**config.mk**
```make
export PLATFORM = sky130hd
export DESIGN_NAME = mx8_rr_arbiter
export DESIGN_NICKNAME = d
export VERILOG_FILES = /design/src/rtl/mx8_rr_arbiter_pkg.sv /design/src/rtl/mx8_rr_arbiter_pick8.sv /design/src/rtl/mx8_rr_arbiter.sv
export SDC_FILE = /design/constraint.sdc
export NUM_CORES = 1
export LEC_CHECK = 0
export ABC_AREA = 0
export CORE_UTILIZATION = 40
export DETAILED_ROUTE_END_ITERATION = 8
export PLACE_DENSITY_LB_ADDON = 0.15
export SLEW_MARGIN = 40
export SYNTH_ARGS = -nofsm -noshare
export SYNTH_HDL_FRONTEND = slang
export SYNTH_HIERARCHICAL = 1
export SYNTH_SLANG_ARGS = --single-unit
```
**constraint.sdc**
```tcl
create_clock -name clk -period 6.53 [get_ports clk]
set_input_delay 1.306 -clock clk [delete_from_list [all_inputs] [get_ports clk]]
set_output_delay 1.306 -clock clk [all_outputs]
set_load 0.02 [all_outputs]
```
**src/rtl/mx8_rr_arbiter_pkg.sv**
```systemverilog
// mx8_rr_arbiter_pkg: shared constants, state encoding and one-hot helper for the mx8 arbiter
package mx8_rr_arbiter_pkg;
  localparam int NREQ = 8;
  localparam int SEL_W = 3;
  typedef enum logic {IDLE = 1'b0, GRANT = 1'b1} state_t;
  function automatic logic [NREQ-1:0] onehot(input logic [SEL_W-1:0] i);
    return {{(NREQ-1){1'b0}}, 1'b1} << i;
  endfunction
endpackage

```
**src/rtl/mx8_rr_arbiter_pick8.sv**
```systemverilog
// rr_pick8: rotate masked requests by ptr, take lowest set bit, un-rotate to an absolute index
module rr_pick8
  import mx8_rr_arbiter_pkg::*;
(
  input  logic [NREQ-1:0]  req,
  input  logic [SEL_W-1:0] ptr,
  input  logic [NREQ-1:0]  mask,
  output logic             found,
  output logic [SEL_W-1:0] idx
);
  logic [NREQ-1:0] m;
  logic [2*NREQ-1:0] dbl;
  logic [SEL_W-1:0] off;
  assign m = req & mask;
  assign dbl = {m, m} >> ptr;
  assign found = |m;
  always_comb begin
    off = '0;
    for (int i = NREQ - 1; i >= 0; i--) if (dbl[i]) off = SEL_W'(i);
  end
  assign idx = off + ptr;
endmodule

```
**src/rtl/mx8_rr_arbiter.sv**
```systemverilog
// mx8_rr_arbiter: round-robin owner of the shared 8-to-1 mux select, with release/drop/hold-timeout
module mx8_rr_arbiter
  import mx8_rr_arbiter_pkg::*;
#(
  parameter int HOLD_MAX = 15
) (
  input  logic             clk,
  input  logic             reset,
  input  logic [NREQ-1:0]  req,
  input  logic             rel,
  output logic [NREQ-1:0]  gnt,
  output logic [SEL_W-1:0] sel,
  output logic             busy,
  output logic             timeout
);
  localparam int HW = (HOLD_MAX < 1) ? 1 : $clog2(HOLD_MAX + 1);
  state_t state, state_n;
  logic [SEL_W-1:0] ptr, ptr_n, sel_n, pick_ptr, idx;
  logic [NREQ-1:0] gnt_n, pick_mask;
  logic [HW-1:0] hold_cnt, cnt_n;
  logic found, lim, drop, done, to_n;
  assign pick_ptr = (state == GRANT) ? sel + SEL_W'(1) : ptr;
  assign pick_mask = (state == GRANT) ? ~gnt : '1;
  rr_pick8 u_pick (.req(req), .ptr(pick_ptr), .mask(pick_mask), .found(found), .idx(idx));
  assign lim = (HOLD_MAX != 0) && (hold_cnt == HW'(HOLD_MAX - 1));
  assign drop = !req[sel];
  assign done = rel | drop | lim;
  always_comb begin
    state_n = state;
    gnt_n = gnt;
    sel_n = sel;
    ptr_n = ptr;
    cnt_n = hold_cnt;
    to_n = 1'b0;
    if (state == IDLE) begin
      if (found) begin
        state_n = GRANT;
        gnt_n = onehot(idx);
        sel_n = idx;
        cnt_n = '0;
      end
    end else if (done) begin
      ptr_n = sel + SEL_W'(1);
      to_n = lim & !rel & !drop;
      cnt_n = '0;
      state_n = found ? GRANT : IDLE;
      gnt_n = found ? onehot(idx) : '0;
      sel_n = found ? idx : sel;
    end else begin
      cnt_n = hold_cnt + HW'(1);
    end
  end
  always_ff @(posedge clk) begin
    if (reset) begin
      state <= IDLE;
      gnt <= '0;
      sel <= '0;
      busy <= 1'b0;
      timeout <= 1'b0;
      ptr <= '0;
      hold_cnt <= '0;
    end else begin
      state <= state_n;
      gnt <= gnt_n;
      sel <= sel_n;
      busy <= |gnt_n;
      timeout <= to_n;
      ptr <= ptr_n;
      hold_cnt <= cnt_n;
    end
  end
endmodule

```
# Yosys cells after proc, flatten, opt, wreduce, memory -nomap -nowiden
# Index checks and enable logic that the tools add are counted.
[word_totals] reg_bits=21 latch_bits=0 mem_bits_rw=0 romBits=0 input_bits=11 word_cells=55 n_memories=0
[op_classes] n_addsub=3 mul=0 n_div=0 order_cmp=1 n_eq_ne=2 n_shift=2 muxes=25 n_bitwise=8 n_reduce_logical=7
[op_table] op="two-way mux 8 bit" count=5
[op_table] op="two-way mux 3 bit" count=12
[op_table] op="OR reduction 8 bit" count=2
[op_table] op=">> shifter 16 x 3 -> 8 bit" count=1
[op_table] op="two-way mux 4 bit" count=3
[op_table] op="AND 8 bit" count=1
[op_table] op="NOT 8 bit" count=1
[op_table] op="<< shifter 1 x 3 -> 8 bit (first input constant)" count=1
[op_table] op="adder 4 x 1 -> 4 bit (second input constant)" count=1
[op_table] op="equality test 4 bit (second input constant)" count=1
[op_table] op="< comparator 3 x 4 -> 1 bit (second input constant)" count=1
[op_table] op="two-way mux 1 bit" count=4
[op_table] op="adder 3 x 1 -> 3 bit (second input constant)" count=1
[op_table] op="adder 3 bit" count=1
[op_table] op="binary-select mux 1 bit (select 3 bit)" count=1
[op_table] op="OR reduction 3 bit" count=1
[op_table] op="AND 1 bit" count=2
[op_table] op="logical NOT 1 bit" count=2
[op_table] op="inequality test 2 x 1 -> 1 bit (second input constant)" count=1
[op_table] op="NOT 1 bit" count=2
[op_table] op="OR 1 bit" count=2
[op_table] op="AND reduction 2 bit" count=1
[op_table] op="nonzero test 2 bit" count=1

# Depth between registers and ports, before layout
[logic_depth] word_depth=18 depth_mapped=21 depth_no_buf=17

# Cells and area by module
# The synthesis kept the hierarchy.
[by_module_without_submodules] module="mx8_rr_arbiter" instances=1 cells_each=116 area_per_inst_um2=1071.0 seq_area_each_um2=420.4
[by_module_without_submodules] module="rr_pick8" instances=1 cells_each=85 area_per_inst_um2=655.6 seq_area_each_um2=0.0

# Worst setup path before layout
# No wires, ideal clock.
[synth_path] path_type="input to register" start="input req[6]" end="register gnt[0]" setup_ns=0.117 arrival_time_ns=3.801 required_time_ns=6.413 path_slack_ns=2.612 path_stages=13 path_buffers=0 cell_sequence="nand2_1 mux4_2 o21ai_0 a21oi_1 o21ba_1 nor3_2 ha_1 inv_1 fa_1 xnor2_1 xnor2_1 inv_1 a32o_1"
[synth_between] elab_chain_len=15 word_cells_on_any_way=22 cone_classes="1 x add/sub; 2 x shift; 14 x mux; 3 x bitwise; 2 x reduce/logical"
[synth_rtl] element="from (decl)" line="mx8_rr_arbiter.sv:9" rtl="input logic [NREQ-1:0] req,"
[synth_rtl] element="AND 8 bit *" line="mx8_rr_arbiter_pick8.sv:14" rtl="assign m = req & mask;"
[synth_rtl] element=">> shifter 16 x 3 -> 8 bit *" line="mx8_rr_arbiter_pick8.sv:15" rtl="assign dbl = {m, m} >> ptr;"
[synth_rtl] element="two-way mux 3 bit (7 in a row)" line="mx8_rr_arbiter_pick8.sv:19" rtl="for (int i = NREQ - 1; i >= 0; i--) if (dbl[i]) off = SEL_W'(i);"
[synth_rtl] element="two-way mux 3 bit *" line="mx8_rr_arbiter_pick8.sv:19"
[synth_rtl] element="adder 3 bit *" line="mx8_rr_arbiter_pick8.sv:21" rtl="assign idx = off + ptr;"
[synth_rtl] element="via idx[2]" line="mx8_rr_arbiter.sv:18" rtl="logic [SEL_W-1:0] ptr, ptr_n, sel_n, pick_ptr, idx;"
[synth_rtl] element="<< shifter 1 x 3 -> 8 bit *" line="mx8_rr_arbiter_pkg.sv:7" rtl="return {{(NREQ-1){1'b0}}, 1'b1} << i;"
[synth_rtl] element="two-way mux 8 bit" line="mx8_rr_arbiter.sv:47" rtl="gnt_n = found ? onehot(idx) : '0;"
[synth_rtl] element="two-way mux 8 bit" line="mx8_rr_arbiter.sv:42" rtl="end else if (done) begin"
[synth_rtl] element="two-way mux 8 bit *" line="mx8_rr_arbiter.sv:35" rtl="if (state == IDLE) begin"
[synth_rtl] element="to (signal assigned)" line="mx8_rr_arbiter.sv:64" rtl="gnt <= gnt_n;"
[synth_rtl] element="to (decl)" line="mx8_rr_arbiter.sv:11" rtl="output logic [NREQ-1:0] gnt,"
# The timed path passes the listed nets; every way through them passes the cells marked *. The select of a mux whose other input is x is not followed.
# A chain may end at the register's enable or synchronous reset.

# Worst setup path after layout
[layout_path] start="input req[5]" end="register gnt[3]"
# Same word-level chain as after synthesis.

==> flow_metrics.py <==
metrics = {
    "run_status": {
        "status": "finished clean",
    },
    "floorplanning": {
        "initial_utilization_pct": 42.3,
        "core-area_um2": 4090,
        "row_count": 23,
        "die_x_um": 67.7,
        "ios": 24,
        "die-area_um2": 4580,
        "chipHeight_um": 67.7,
    },
    "drt": {
        "post_drt_wl_per_cell_um": 17.1,
        "wl_mm": 4.60,
        "drtPass1Iterations": 4,
        "postRouteAntennaNets": 0,
        "viasPerCell": 6.06,
        "drc_errors": 0,
        "num_vias": 1631,
        "drt_iter0_drc": 189,
    },
    "timing": {
        "setup_tns_ns": 0,
        "rsz0062_at_grt": "false",
        "hold_violations": 0,
        "max_freq_ghz": 0.222,
        "slew_viol_final": 0,
        "min_period_ns": 4.50,
        "timing.final.crit_share_pct": 68.9,
        "finalSetupViolCount": 0,
        "slew_headroom_pct": 54.6,
        "timing.hold.ws_ns": 0.471,
        "worst_slew_pin_slew_ns": 0.680,
        "skew_ns": 0.00979,
    },
    "synth": {
        "ys_seq_elements": 21,
        "yosysTopAreaCell": "dfxtp_1",
        "synth_enable_flop_cells": 0,
        "synth_area_leaders": "dfxtp_1 24%, mux2i_1 6.4%, nand2_1 5.9%, a32o_1 4.1%, mux4_2 3.9%",
        "yosys-top-cells-count": "27 x nand2_1, 21 x dfxtp_1, 14 x nor2_1, 11 x mux2i_1",
        "avgSynthCellArea_um2": 8.59,
        "synth_most_common_cell": "nand2_1",
        "synth_top_family_by_area": "compound AO/OA/AOI/OAI gates",
        "synth_cell_types": 57,
        "synthAdderAreaFrac_pct": 4.06,
        "netlist_instances": 201,
        "synth-compound-area-share_pct": 26.8,
        "ys_seq_area_share_pct": 24.3,
        "synth_flop_cell": "dfxtp_1",
        "synthArstFlopShare_pct": 0,
        "synthMuxAreaShare_pct": 12.2,
        "syn_area_um2": 1730,
        "yosys_warnings": 6,
        "synthSimpleGateAreaFrac_pct": 24.1,
        "syn_nets": 217,
        "yosys.area.top_type_share_pct": 24.3,
        "synthXorXnorAreaFrac_pct": 1.52,
    },
    "global_routing": {
        "gr-total-overflow": 0,
        "grt_pass1_wl_mm": 7.36,
        "globalRouteTotalUtil_pct": 21.6,
        "grt_pass1_vias": 1514,
        "grt_max_degree": 29,
        "antenna_found_initial": 0,
    },
    "clocking": {
        "root_buffer": "clkbuf_8",
        "path_clk_slew_ns": 0.08,
        "worst_skew_pair.late_latency_ns": 0.26,
        "cts_hold_buffers": 0,
        "htree_num_levels": 1,
        "cts_max_path_buffers": 2,
        "cts_tree": "built",
        "cts_resized": 0,
        "cts_sinks": 21,
        "post_cts_buffers": 0,
        "cts_buffers": 3,
    },
    "finish": {
        "syn2layout_area_growth_pct": 16.2,
        "drive_gt1_share_pct": 11.0,
        "nNetsFinal": 236,
        "antenna_cells": 0,
        "final_cells": 269,
    },
    "power": {
        "share_comb_of_total_power_pct": 66.4,
        "switching_share_pct": 47.6,
        "pwr-share-seq_pct": 23.4,
        "p_int_uw": 433,
        "peakVddDrop_v": 0.000273,
        "powerDensity_nw_per_um2": 413,
        "leakage_uw": 0.000751,
        "p_sw_uw": 394,
        "clkPwrFrac_pct": 10.2,
    },
    "worst_setup_path": {
        "r2r_slack_ns": 2.14,
        "cp-end-kind": "register",
        "r2r-start": "sel[1]$_SDFFE_PP0P_",
        "ff2ff_path_depth": 15,
        "crit_start": "req[5]",
        "cpPeakStageDelay_ns": 0.55,
        "cp-endpoint": "gnt[3]$_SDFF_PP0_",
        "critPathSlowestCell": "clkdlybuf4s50_1",
        "crit-reg2reg-capture": "gnt[3]$_SDFF_PP0_",
        "cp_data_required_time_ns": 6.68,
        "crit_path_max_fanout": 6,
        "worstPathCellList": "clkdlybuf4s50_1 > nand2_1 > mux4_2 > o21ai_0 > a21oi_1 > o21ba_1 > nor3_2 > ha_1 > inv_1 > fa_1 > xnor2_1 > xnor2_1 > inv_1 > a32o_1",
        "path_class": "in -> reg",
        "cp.arrival_ns": 4.65,
        "critPathLaunchType": "input pin",
    },
    "place": {
        "dp_hpwl_mm": 3.56,
        "dp_cells": 265,
        "gp_congestion": 0.886,
        "io_buffer_count": 23,
    },
    "min_path": {
        "holdCritPathClass": "reg -> reg",
    },
    "run": {
        "cap_viol_max_count": 0,
    },
}
[final cells by class]
cell class / instances / area [µm²]
multi-input combinational: 159 / 1200
timing repair buffer: 24 / 238
sequential: 21 / 420
clock buffer: 3 / 41.3
tap: 50 / 62.6
fill: 399 / 2080
clock inverter: 1 / 5.00
inverter: 11 / 41.3
[cells by family after synthesis]
| kind of cell | after synthesis |
|---|---|
| adder cells (fa/ha/maj) | 5 |
| XOR/XNOR | 3 |
| AND/OR/NAND/NOR | 78 |
| AO/OA/AOI/OAI | 56 |
| flip-flops | 21 |
| buffers and inverters | 21 |
| multiplexers | 17 |
[cell usage in the layout (no fill, tap or decap), types with 4 or more instances in the layout]
cell type,count
dfxtp_1,21
o21ai_1,4
nand4_1,5
clkdlybuf4s50_1,23
a32o_1,7
inv_1,9
nand3_1,7
a21oi_1,8
nand3_2,4
ha_1,4
mux2i_1,11
nor2_1,14
o211ai_1,4
nand2_1,27
[how the worst min path moves through the flow]
stage	slack (ns)	depth (start not counted)	end	start
floorplan	0.44	2	ptr[1]$_SDFFE_PP0P_	ptr[1]$_SDFFE_PP0P_
global placement	0.45	2	ptr[1]$_SDFFE_PP0P_	ptr[1]$_SDFFE_PP0P_
detailed placement	0.46	2	ptr[1]$_SDFFE_PP0P_	ptr[1]$_SDFFE_PP0P_
CTS	0.47	2	ptr[1]$_SDFFE_PP0P_	ptr[1]$_SDFFE_PP0P_
global route	0.50	2	ptr[1]$_SDFFE_PP0P_	ptr[1]$_SDFFE_PP0P_
finish	0.47	2	ptr[1]$_SDFFE_PP0P_	ptr[1]$_SDFFE_PP0P_
[registers in the layout, indices dropped and copies added, names as in the netlist]
signal,flops
busy,1
gnt,8
hold_cnt,4
ptr,3
sel,3
state,1
timeout,1
[power groups by stage]
stage               sequential [µW]  combinational (µW)  clock [µW]
global placement                195                 538           0
floorplan                       203                 408           0
finish                          194                 550        84.2
detailed placement              196                 540           0
CTS                             194                 544        85.5
global route                    199                 597        92.0
[critical path, delay by kind of cell]
kind,cells,cell delay [ns]
mux,1,0.51
compound gates,4,0.69
buf+inv,3,0.76
xor+xnor,2,0.57
fa+ha+maj,2,0.53
simple gates,2,0.28
[per-stage QoR]
step | setup WS (ns) | total power (µW) | utilization [%] | cell area, µm²
2_1_floorplan | 2.61 | 611 | - | 1730
3_3_place_gp | 1.77 | 733 | 47.8 | 1950
3_5_place_dp | 1.78 | 736 | 47.9 | 1960
4_1_cts | 2.05 | 823 | 49.1 | 2010
5_1_grt | 1.80 | 888 | 49.1 | 2010
6_report | 2.03 | 828 | 49.1 | 2010
[routing by layer]
layer	vias up	wire (µm)	track usage [%]
li1	796	-	-
met1	774	2210	29.5
met2	51	2080	33.7
met3	10	226	3.89
met4	0	82	7.18
met5	-	0	0
(Power assumes the default switching activity.)
